### src/rtl/lfsr_prn_arbiter_pkg.sv
// lfsr_pkg: shared state encoding and widths for the LFSR PRN arbiter
package lfsr_pkg;
  localparam int WIDTH_DEF = 16;
  localparam int GC_W = 16;
  typedef enum logic [2:0] {
    ST_WARMUP,
    ST_IDLE,
    ST_STEP,
    ST_SETTLE,
    ST_FAULT
  } state_e;
endpackage

### src/rtl/lfsr_prn_arbiter_if.sv
// lfsr_prn_arbiter_if: requester handshake plus LFSR enable/word between arbiter and its environment
interface lfsr_prn_arbiter_if
  import lfsr_pkg::*;
#(
  parameter int WIDTH = WIDTH_DEF,
  parameter int N_REQ = 4
);
  logic [N_REQ-1:0] req;
  logic [N_REQ-1:0] ack;
  logic [WIDTH-1:0] prn_out;
  logic [WIDTH-1:0] prn;
  logic ready;
  logic lfsr_fault;
  logic lfsr_enable;
  logic [GC_W-1:0] grant_count;
  modport master (
    output req, prn,
    input ack, prn_out, ready, lfsr_fault, grant_count, lfsr_enable
  );
  modport slave (
    input req, prn,
    output ack, prn_out, ready, lfsr_fault, grant_count, lfsr_enable
  );
endinterface

### src/rtl/lfsr_prn_arbiter_rr_arbiter.sv
// rr_arbiter: combinational round-robin pick of the first request at or after ptr_i
module rr_arbiter #(
  parameter int N_REQ = 4,
  localparam int IW = $clog2(N_REQ)
) (
  input  logic [N_REQ-1:0] req_i,
  input  logic [IW-1:0]    ptr_i,
  output logic [N_REQ-1:0] onehot_o,
  output logic [IW-1:0]    idx_o,
  output logic             any_o
);
  logic [IW:0] j;
  // Scan from the farthest offset down so the nearest request after ptr_i wins.
  always_comb begin
    idx_o = '0;
    j = '0;
    for (int k = N_REQ - 1; k >= 0; k--) begin
      j = (IW+1)'(ptr_i) + (IW+1)'(k);
      j = (j >= (IW+1)'(N_REQ)) ? j - (IW+1)'(N_REQ) : j;
      idx_o = req_i[j[IW-1:0]] ? j[IW-1:0] : idx_o;
    end
  end
  assign any_o = |req_i;
  assign onehot_o = any_o ? (N_REQ)'(1) << idx_o : '0;
endmodule

### src/rtl/lfsr_prn_arbiter.sv
// lfsr_prn_arbiter: sequences a shared LFSR and hands each PRN word to exactly one requester
module lfsr_prn_arbiter
  import lfsr_pkg::*;
#(
  parameter int WIDTH = WIDTH_DEF,
  parameter int N_REQ = 4,
  parameter int WARMUP_CYCLES = 32
) (
  input logic clk,
  input logic reset,
  lfsr_prn_arbiter_if.slave bus
);
  localparam int IW = $clog2(N_REQ);
  localparam int WW = $clog2(WARMUP_CYCLES + 1);
  state_e state_q, state_d;
  logic [N_REQ-1:0] ack_q, ack_d, win_oh;
  logic [WIDTH-1:0] prn_out_q, prn_out_d, snap_q, snap_d;
  logic en_q, en_d, fault_q, fault_d, win_any;
  logic [GC_W-1:0] gc_q, gc_d;
  logic [IW-1:0] rr_q, rr_d, win_idx;
  logic [WW-1:0] warm_q, warm_d;
  rr_arbiter #(.N_REQ(N_REQ)) u_rr (
    .req_i(bus.req),
    .ptr_i(rr_q),
    .onehot_o(win_oh),
    .idx_o(win_idx),
    .any_o(win_any)
  );
  // snap stays 0 through warm-up, so the first settle check reduces to prn != 0.
  always_comb begin
    state_d = state_q;
    ack_d = '0;
    prn_out_d = prn_out_q;
    snap_d = snap_q;
    en_d = 1'b0;
    fault_d = fault_q;
    gc_d = gc_q;
    rr_d = rr_q;
    warm_d = warm_q;
    case (state_q)
      ST_WARMUP: begin
        en_d = !(en_q && warm_q == WW'(WARMUP_CYCLES - 1));
        warm_d = en_q ? warm_q + 1'b1 : warm_q;
        state_d = en_d ? ST_WARMUP : ST_SETTLE;
      end
      ST_IDLE: if (win_any) begin
        ack_d = win_oh;
        prn_out_d = bus.prn;
        snap_d = bus.prn;
        en_d = 1'b1;
        rr_d = (win_idx == IW'(N_REQ - 1)) ? '0 : win_idx + 1'b1;
        gc_d = gc_q + 1'b1;
        state_d = ST_STEP;
      end
      ST_STEP: state_d = ST_SETTLE;
      ST_SETTLE: begin
        fault_d = (bus.prn == '0) || (bus.prn == snap_q);
        state_d = fault_d ? ST_FAULT : ST_IDLE;
      end
      default: state_d = ST_FAULT;
    endcase
  end
  always_ff @(posedge clk) begin
    if (reset) begin
      state_q <= ST_WARMUP;
      ack_q <= '0;
      prn_out_q <= '0;
      snap_q <= '0;
      en_q <= 1'b0;
      fault_q <= 1'b0;
      gc_q <= '0;
      rr_q <= '0;
      warm_q <= '0;
    end else begin
      state_q <= state_d;
      ack_q <= ack_d;
      prn_out_q <= prn_out_d;
      snap_q <= snap_d;
      en_q <= en_d;
      fault_q <= fault_d;
      gc_q <= gc_d;
      rr_q <= rr_d;
      warm_q <= warm_d;
    end
  end
  assign bus.ack = ack_q;
  assign bus.prn_out = prn_out_q;
  assign bus.ready = state_q == ST_IDLE;
  assign bus.lfsr_fault = fault_q;
  assign bus.grant_count = gc_q;
  assign bus.lfsr_enable = en_q;
endmodule

### src/flat_wrapper.sv
// flat-port wrapper written by rule: the top's interface ports become plain ports
module lfsr_prn_arbiter_flat import lfsr_pkg::*;
#(
  parameter int WIDTH = WIDTH_DEF,
  parameter int N_REQ = 4,
  parameter int WARMUP_CYCLES = 32
)
  (clk, reset, bus_req, bus_prn, bus_ack, bus_prn_out, bus_ready, bus_lfsr_fault, bus_grant_count, bus_lfsr_enable);
  lfsr_prn_arbiter_if #(.WIDTH(WIDTH), .N_REQ(N_REQ)) bus_i ();
  input logic clk;
  input logic reset;
  input wire logic [$bits(bus_i.req)-1:0] bus_req;
  input wire logic [$bits(bus_i.prn)-1:0] bus_prn;
  output wire logic [$bits(bus_i.ack)-1:0] bus_ack;
  output wire logic [$bits(bus_i.prn_out)-1:0] bus_prn_out;
  output wire logic [$bits(bus_i.ready)-1:0] bus_ready;
  output wire logic [$bits(bus_i.lfsr_fault)-1:0] bus_lfsr_fault;
  output wire logic [$bits(bus_i.grant_count)-1:0] bus_grant_count;
  output wire logic [$bits(bus_i.lfsr_enable)-1:0] bus_lfsr_enable;
  assign bus_i.req = bus_req;
  assign bus_i.prn = bus_prn;
  assign bus_ack = bus_i.ack;
  assign bus_prn_out = bus_i.prn_out;
  assign bus_ready = bus_i.ready;
  assign bus_lfsr_fault = bus_i.lfsr_fault;
  assign bus_grant_count = bus_i.grant_count;
  assign bus_lfsr_enable = bus_i.lfsr_enable;
  lfsr_prn_arbiter #(.WIDTH(WIDTH), .N_REQ(N_REQ), .WARMUP_CYCLES(WARMUP_CYCLES)) u_core (.clk(clk), .reset(reset), .bus(bus_i));
endmodule
### config.mk
export PLATFORM = sky130hd
export DESIGN_NAME = lfsr_prn_arbiter_flat
export DESIGN_NICKNAME = d
export VERILOG_FILES = /design/src/rtl/lfsr_prn_arbiter_pkg.sv /design/src/rtl/lfsr_prn_arbiter_if.sv /design/src/rtl/lfsr_prn_arbiter_rr_arbiter.sv /design/src/rtl/lfsr_prn_arbiter.sv /design/src/flat_wrapper.sv
export SDC_FILE = /design/constraint.sdc
export NUM_CORES = 1
export LEC_CHECK = 0
export BUFFER_PORTS_ARGS = -buffer_cell sky130_fd_sc_hd__buf_2
export CORE_ASPECT_RATIO = 1.5
export CORE_MARGIN = 2
export CORE_UTILIZATION = 50
export DETAILED_ROUTE_END_ITERATION = 10
export PLACE_DENSITY = 0.77
export SETUP_SLACK_MARGIN = 0.3
export SYNTH_ARGS = -nofsm -noshare
export SYNTH_HDL_FRONTEND = slang
export SYNTH_SLANG_ARGS = --single-unit
### constraint.sdc
create_clock -name clk -period 1.9 [get_ports clk]
set_input_delay 0.19 -clock clk [delete_from_list [all_inputs] [get_ports clk]]
set_output_delay 0.19 -clock clk [all_outputs]
set_load 0.05 [all_outputs]
==> impl_metrics.py, run 1 <==
metrics = {
    "synthesis": {
        "yosysTopAreaCellShare": 0.4351,
        "ys_ff_latch": 49,
        "synthFlopType": "dfxtp_1",
        "yosysTopAreaCell": "dfxtp_1",
        "synth_edf_count": 0,
        "synth_fp_nets": 294,
        "synth_warnings": 0,
        "synth_area_mm2": 0.002255,
        "synthTopCellsByArea": "dfxtp_1 44%, xor2_1 8.2%, nand2_1 7.0%",
        "avgSynthCellArea_um2": 8.351,
        "postSynthCellCount": 270,
        "ys_seq_area_frac": 0.4351,
        "ys_types": 38,
        "async_reset_ff_frac": 0,
    },
    "clock_network": {
        "clock-sinks": 49,
        "clk_pin_slew_ns": 0.09,
        "clock_latency_ns": 0.29,
        "cts_root_buf": "clkbuf_8",
        "cts_hold_buf": 0,
        "cts_tree": "built",
        "cts_max_level": 2,
        "cts_buffers": 5,
        "clockBufferDepth": 2,
    },
    "finish": {
        "final_common_cell": "buf_2",
        "diodes": 0,
        "fin_nets": 368,
        "drive_gt1_frac": 0.3130,
        "stdcell_area_mm2": 0.002903,
        "synthToLayoutAreaGrowth_pct": 28.75,
        "final_cell_mix": "61 x buf_2, 42 x nand2_1, 37 x dfxtp_1, 30 x a21oi_1, 21 x xor2_1",
    },
    "floorplanning": {
        "io_pins": 61,
        "die_w_um": 58.83,
        "num_rows": 29,
        "die_y_um": 86.24,
        "start_util": 0.5266,
        "core_mm2": 0.004282,
        "die-area_mm2": 0.005074,
    },
    "hold_path": {
        "hold_path_end": "u_core.snap_q[11]",
        "hold_path.class": "in -> reg",
        "min_from": "bus_prn[11]",
        "min_delay_path_depth": 3,
    },
    "global_routing": {
        "grt_pass1_vias": 1984,
        "grt_max_degree": 31,
        "grt_usage": 0.2162,
        "antenna_found_initial": 0,
        "grt_pass1_wl_um": 8666,
        "grt_overflow_total": 0,
    },
    "placement": {
        "io_buffer_count": 60,
        "hpwl_um": 3696,
        "place_area_mm2": 0.002683,
        "gp_congestion": 0.7869,
    },
    "worst_setup_path": {
        "r2r_end": "u_core.bus.grant_count[15]",
        "end_kind": "register",
        "critPathMaxFanout": 5,
        "r2r_cells": 6,
        "crit_type": "reg -> reg",
        "cp.arrival_ns": 1.94,
        "worstReg2RegStart": "u_core.state_q[0]",
        "cp_data_required_time_ns": 2.13,
        "r2r_setup_slack_ns": 0.19,
        "critPathLaunchType": "register",
    },
    "sta": {
        "tns_ns": 0,
        "finClkSkew_ns": 0.005660,
        "fmax_mhz": 583.5,
        "finalCriticalPeriod_ns": 1.714,
        "finalCritPeriodShare": 0.9020,
        "slew_headroom": 0.6646,
        "hold_violations": 0,
        "finalSetupViolations": 0,
        "slew_violations": 0,
        "worst_pin_slew_ns": 0.4997,
        "rsz0062_at_grt": "yes",
    },
    "routing": {
        "drt_iter0_drc": 66,
        "vias": 2198,
        "routed_via_density": 5.621,
        "drc": 5,
        "ant_nets": 0,
        "wirelength_um": 5329,
        "wl_per_cell_um": 13.63,
        "first_pass_iters": 7,
    },
    "power_and_ir_drop": {
        "ir_drop_uv": 497.2,
        "p_per_area_mw_per_mm2": 625.4,
        "p_leak_uw": 0.001237,
    },
    "run_status": {
        "violations": "DRC",
        "outcome": "complete, but fails checks",
    },
    "run": {
        "max_cap_viol_count": 0,
    },
}
state kept, by name, summed over array words and instances (netlist names):
register and count:
u_core.bus.ack 4, u_core.warm_q 6, u_core.snap_q 16, u_core.bus.lfsr_enable 1, u_core.rr_q 2, u_core.bus.grant_count 16, u_core.bus.lfsr_fault 1, u_core.state_q 3
how the worst max path moves through the flow:
stage,from,end,depth (start not counted)
after floorplan,u_core.state_q[0],u_core.bus.grant_count[7],6
after global placement,u_core.state_q[0],u_core.bus.grant_count[15],5
after detailed placement,u_core.state_q[0],u_core.bus.grant_count[15],5
after CTS,u_core.state_q[2],u_core.bus.grant_count[15],6
after global routing,u_core.state_q[0],u_core.bus.grant_count[15],6
final,u_core.state_q[0],u_core.bus.grant_count[15],6
what timing repair did:
action	CTS	global route
cloned	0	2
buffers inserted	3	6
gates resized for setup	2	4
setup endpoints to repair	13	14
hold endpoints to repair	0	0
pin swaps	1	1
metal layers:
metal  global-route usage  wire length (um)  vias up
li1                     -                 -     1107
met1               0.2599              2157     1005
met2               0.3808              2807       82
met3              0.03881               306        4
met4              0.07025                57        0
met5                    0                 0        -
synthesized netlist by cell type, types with 2 or more instances:
cell type	count
o21ai_0	10
nor2_1	21
xnor2_1	4
clkbuf_1	6
nand2_1	42
or2_2	4
nand2b_1	2
xor2_1	21
a21oi_1	30
nor4_1	12
inv_1	5
o31ai_1	2
or3_1	10
and4_1	3
buf_2	4
or4_1	2
and3_1	4
nand3_1	9
nand4_1	7
ha_1	2
dfxtp_1	49
a311oi_1	4
mux2i_1	2
cells by family after synthesis:
kind of cell / after synthesis / share of synthesized area
compound gates: 54 / 0.1415
simple gates: 121 / 0.2736
mux: 2 / 0.008879
flops: 49 / 0.4351
fa+ha+maj: 2 / 0.01110
xor+xnor: 25 / 0.09711
buf+inv: 17 / 0.03274
layout make-up:
cell class | instances | area, um^2
Sequential cell | 49 | 1006
Clock buffer | 7 | 96.34
Tap cell | 46 | 57.56
Timing Repair Buffer | 78 | 479.2
Fill cell | 365 | 1379
Inverter | 6 | 35.03
Multi-Input combinational cell | 204 | 1224
Clock inverter | 1 | 5.005
power by group:
group / switching [uW] / internal [uW]
sequential: 6.72 / 1030
combinational: 71.8 / 47.9
clock: 333 / 329
total: 411 / 1400
through the flow:
| step | util | setup WS [ns] | hold slack, ns | instances | power, uW |
|---|---|---|---|---|---|
| floorplan | - | 0.2298 | 0.3260 | 270 | 1122 |
| finish | 0.6780 | 0.1862 | 0.1555 | 391 | 1815 |
| global route | 0.6780 | 0.1060 | 0.1493 | 391 | 1886 |
| CTS | 0.6569 | 0.1899 | 0.1474 | 383 | 1831 |
| detailed placement | 0.6265 | 0.03413 | 0.4715 | 372 | 1178 |
| global placement | 0.6265 | 0.09542 | 0.4584 | 372 | 1175 |
worst max-delay path, cell delays in order, from the launching register on:
cell and delay (ns):
dfxtp_4 0.35, or3b_4 0.42, clkinv_8 0.07, nand4_1 0.13, buf_6 0.16, or4_1 0.39
a21oi_1 0.13
No activity file was read; power rests on OpenSTA's default activity.
==> inputs of run 2 (changes only) <==
CORE_UTILIZATION = 52   (was 50)
PLACE_DENSITY = 0.79   (was 0.77)
==> run 2 against run 1 <==
The run now ends clean. Sequential power barely moved. Clock power shrank 11%. Wire length barely moved. Final area increased by 1.7%. First-iteration DRC count is 23% higher. Sequential share of layout area fell by 0.66 points. Register-to-register slack improved by 0.03 ns. Largest cell class unchanged. Highest routed layer unchanged.
==> impl_metrics.py, run 2 (synthesized netlist as in run 1, its figures left out) <==
metrics = {
    "clock_network": {
        "cts_tree": "built",
        "clk_pin_slew_ns": 0.09,
        "cts_hold_buf": 0,
        "cts_root_buf": "clkbuf_8",
        "cts_max_level": 2,
        "clock_latency_ns": 0.30,
        "clockBufferDepth": 2,
        "clock-sinks": 49,
        "cts_buffers": 5,
    },
    "sta": {
        "slew_violations": 0,
        "slew_headroom": 0.7410,
        "worst_pin_slew_ns": 0.3850,
        "finalCriticalPeriod_ns": 1.685,
        "rsz0062_at_grt": "yes",
        "finalCritPeriodShare": 0.8871,
        "finClkSkew_ns": 0.008465,
        "tns_ns": 0,
        "hold_violations": 0,
        "finalSetupViolations": 0,
        "fmax_mhz": 593.3,
    },
    "routing": {
        "drc": 0,
        "wl_per_cell_um": 13.55,
        "ant_nets": 0,
        "vias": 2171,
        "first_pass_iters": 4,
        "routed_via_density": 5.524,
        "drt_iter0_drc": 81,
        "wirelength_um": 5326,
    },
    "finish": {
        "stdcell_area_mm2": 0.002952,
        "fin_nets": 370,
        "finalNonFillerCells": 393,
        "diodes": 0,
        "drive_gt1_frac": 0.3401,
        "final_cell_mix": "59 x buf_2, 41 x nand2_1, 37 x dfxtp_1, 27 x a21oi_1, 21 x xor2_1",
        "utilization": 0.7012,
        "synthToLayoutAreaGrowth_pct": 30.91,
        "final_common_cell": "buf_2",
    },
    "placement": {
        "place_area_mm2": 0.002703,
        "gp_congestion": 0.8224,
        "placed_cells": 378,
        "hpwl_um": 3785,
        "io_buffer_count": 60,
    },
    "worst_setup_path": {
        "cp_data_required_time_ns": 2.14,
        "end_kind": "register",
        "critPathMaxFanout": 6,
        "crit_type": "reg -> reg",
        "critPathLaunchType": "register",
        "cp.arrival_ns": 1.92,
    },
    "global_routing": {
        "grt_use_met2": 0.4050,
        "antenna_found_initial": 0,
        "grt_overflow_total": 0,
        "grtUsageMet1": 0.2454,
        "use_met3": 0.04314,
        "grt_usage": 0.2223,
        "busiest_layer": "met2",
        "grt_pass1_vias": 2071,
        "grt_max_degree": 23,
        "grt_pass1_wl_um": 8590,
    },
    "floorplanning": {
        "die_y_um": 84.65,
        "num_rows": 29,
        "start_util": 0.5357,
        "die-area_mm2": 0.004890,
        "io_pins": 61,
        "core_mm2": 0.004209,
        "die_w_um": 57.77,
    },
    "hold_path": {
        "hold_path.class": "in -> reg",
    },
    "run": {
        "max_cap_viol_count": 0,
    },
    "power_and_ir_drop": {
        "ir_drop_uv": 652.0,
        "total_power_uw": 1753,
        "p_leak_uw": 0.001237,
        "p_per_area_mw_per_mm2": 593.9,
    },
    "run_status": {
        "outcome": "completed",
    },
}
[run 2: cell types whose count changed in the layout (fill, tap and decap cells not counted), sizes merged]
cell	change
clkinv	+1
clkbuf	-1
buf	+2
[run 2: path summary, 6_finish.rpt]
kind | startpoint | endpoint | slack [ns] | depth (start not counted)
setup reg to reg | u_core.state_q[0] | u_core.bus.grant_count[9] | 0.21 | 6
setup / recovery | u_core.state_q[0] | u_core.bus.grant_count[9] | 0.21 | 6
hold / removal | bus_prn[6] | u_core.snap_q[6] | 0.14 | 3
hold reg to reg | u_core.snap_q[9] | u_core.snap_q[9] | 0.49 | 2
[run 2: area by class of cell]
cell class,count,area (um^2)
Multi-Input combinational cell,204,1289
Timing Repair Buffer,80,484.2
Inverter,6,35.03
Clock buffer,6,72.57
Clock inverter,2,10.01
Tap cell,46,57.56
Sequential cell,49,1003
Fill cell,339,1257
[run 2: through the flow]
stage               setup WS, ns  hold WS (ns)
global placement          0.2630        0.4602
CTS                       0.2218        0.1422
detailed placement        0.2153        0.4691
floorplan                 0.2298        0.3260
global route              0.1028        0.1382
finish                    0.2146        0.1448
[run 2: report_power, final]
part           internal [uW]  switching, uW  total [uW]
sequential              1030           6.91        1030
combinational           50.6           77.2         128
clock                    256            335         590
total                   1330            419        1750
[run 2: metal layers]
layer	routed length, um	up-vias
li1	-	1119
met1	2205	987
met2	2823	59
met3	212	6
met4	85	0
met5	0	-
[run 2: critical path, stage by stage (launching register included)]
cell and delay (ns):
dfxtp_4 0.35, or3b_4 0.42, clkinv_8 0.06, nand4_1 0.15, buf_4 0.20, or3_4 0.32
a21oi_2 0.11
[run 2: timing repair]
action / in CTS / in global routing
pin swaps: 2 / 3
gates cloned: 0 / 1
endpoints found under the setup margin: 9 / 34
resized for setup: 0 / 24
setup buffers: 4 / 2
==> inputs of run 3 (changes only) <==
RECOVER_POWER = 50   (was unset)
==> run 3 against run 2 <==
Clock-buffer cell count unchanged. Register-to-register slack about the same. Hold slack got worse by 0.0018 ns. Sequential power about the same. Combinational power about the same. Largest power group unchanged.
==> impl_metrics.py, run 3 (synthesized netlist as in run 1, its figures left out) <==
metrics = {
    "floorplanning": {
        "die-area_mm2": 0.004890,
        "die_w_um": 57.77,
        "start_util": 0.5357,
        "die_y_um": 84.65,
        "num_rows": 29,
        "core_mm2": 0.004209,
        "io_pins": 61,
    },
    "run_status": {
        "outcome": "completed",
    },
    "placement": {
        "gp_congestion": 0.8224,
        "hpwl_um": 3785,
        "placed_cells": 378,
        "io_buffer_count": 60,
    },
    "clock_network": {
        "cts_root_buf": "clkbuf_8",
        "cts_max_level": 2,
        "clk_pin_slew_ns": 0.09,
        "cts_tree": "built",
        "clock-sinks": 49,
        "clock_latency_ns": 0.30,
        "cts_hold_buf": 0,
        "clockBufferDepth": 2,
        "cts_buffers": 5,
    },
    "sta": {
        "slew_violations": 0,
        "finalCriticalPeriod_ns": 1.688,
        "fin_hold_ws_ns": 0.1430,
        "rsz0062_at_grt": "yes",
        "tns_ns": 0,
        "slew_headroom": 0.5942,
        "finalCritPeriodShare": 0.8885,
        "fmax_mhz": 592.4,
        "finClkSkew_ns": 0.007382,
        "worst_pin_slew_ns": 0.6113,
        "finalSetupViolations": 0,
        "hold_violations": 0,
    },
    "routing": {
        "wirelength_um": 5326,
        "routed_via_density": 5.517,
        "wl_per_cell_um": 13.55,
        "vias": 2168,
        "ant_nets": 0,
        "drc": 0,
        "first_pass_iters": 4,
        "drt_iter0_drc": 64,
    },
    "global_routing": {
        "grt_overflow_total": 0,
        "grt_usage": 0.2223,
        "grt_pass1_wl_um": 8590,
        "grt_max_degree": 23,
        "grt_pass1_vias": 2071,
        "antenna_found_initial": 0,
    },
    "power_and_ir_drop": {
        "ir_drop_uv": 635.5,
        "p_leak_uw": 0.001057,
        "p_per_area_mw_per_mm2": 608.0,
    },
    "worst_setup_path": {
        "end_kind": "register",
        "r2r_setup_slack_ns": 0.21,
        "critPathMaxFanout": 6,
        "crit_end": "u_core.bus.grant_count[9]",
        "r2r_end": "u_core.bus.grant_count[9]",
        "cp-startpoint": "u_core.state_q[0]",
        "cp_data_required_time_ns": 2.14,
        "crit_type": "reg -> reg",
        "worstReg2RegStart": "u_core.state_q[0]",
        "cp.arrival_ns": 1.93,
        "r2r_cells": 6,
        "critPathLaunchType": "register",
    },
    "finish": {
        "final_common_cell": "nand2_1",
        "final_cell_mix": "41 x nand2_1, 40 x clkbuf_1, 38 x dfxtp_1, 27 x a21oi_1",
        "fin_nets": 370,
        "drive_gt1_frac": 0.2219,
        "synthToLayoutAreaGrowth_pct": 27.91,
        "finalNonFillerCells": 393,
        "diodes": 0,
    },
    "hold_path": {
        "hold_path.class": "in -> reg",
    },
    "run": {
        "max_cap_viol_count": 0,
    },
}
[run 3: cell count changes in the layout (fill, tap and decap cells not counted), sizes merged]
cell	delta
buf	-39
clkbuf	+39
[run 3: worst min path at each step]
stage	start	to	slack (ns)	depth (start not counted)
finish	bus_prn[6]	u_core.snap_q[6]	0.14	3
global route	bus_prn[15]	u_core.snap_q[15]	0.14	3
CTS	bus_prn[2]	u_core.snap_q[2]	0.14	3
detailed placement	bus_prn[9]	u_core.snap_q[9]	0.47	3
global placement	bus_prn[15]	u_core.snap_q[15]	0.46	3
floorplan	bus_prn[0]	u_core.snap_q[0]	0.33	2
[run 3: final cells by class]
class | instances | area [um^2]
inverter | 6 | 35.03
fill | 365 | 1325
multi-input combinational | 204 | 1274
timing repair buffer | 80 | 432.9
tap | 46 | 57.56
clock inverter | 2 | 10.01
clock buffer | 6 | 72.57
sequential | 49 | 1002
[run 3: worst max-delay path, stage by stage (launching register included)]
cell	delay (ns)
dfxtp_4	0.35
or3b_4	0.42
clkinv_8	0.06
nand4_1	0.15
buf_4	0.20
or3_4	0.32
a21oi_2	0.11
[run 3: layer usage]
layer  part of all wire  global-route usage
met1               0.41              0.2454
met5                  0                   0
met2               0.53              0.4050
met4              0.016             0.08668
met3              0.045             0.04314
[run 3: stage by stage]
step           power (uW)  area, um^2  worst slack, ns  utilization
2_1_floorplan        1122        2296           0.2298            -
3_3_place_gp         1177        2703           0.2630       0.6421
3_5_place_dp         1178        2703           0.2153       0.6421
4_1_cts              1761        2815           0.2218       0.6688
5_1_grt              1814        2884          0.08550       0.6852
6_report             1753        2884           0.2118       0.6852
[run 3: power breakdown]
part           switching [uW]  total [uW]  leakage, uW  internal (uW)
sequential               6.66        1030     0.000401           1030
combinational            76.9         125     0.000611           47.8
clock                     338         594    0.0000450            256
total                     422        1750      0.00106           1330
[run 3: repair_timing]
| action | in CTS | in global routing |
|---|---|---|
| cloned | 0 | 1 |
| pin swaps | 2 | 3 |
| buffers inserted | 4 | 2 |
| endpoints found under the setup margin | 9 | 34 |
| resized for setup | 0 | 24 |
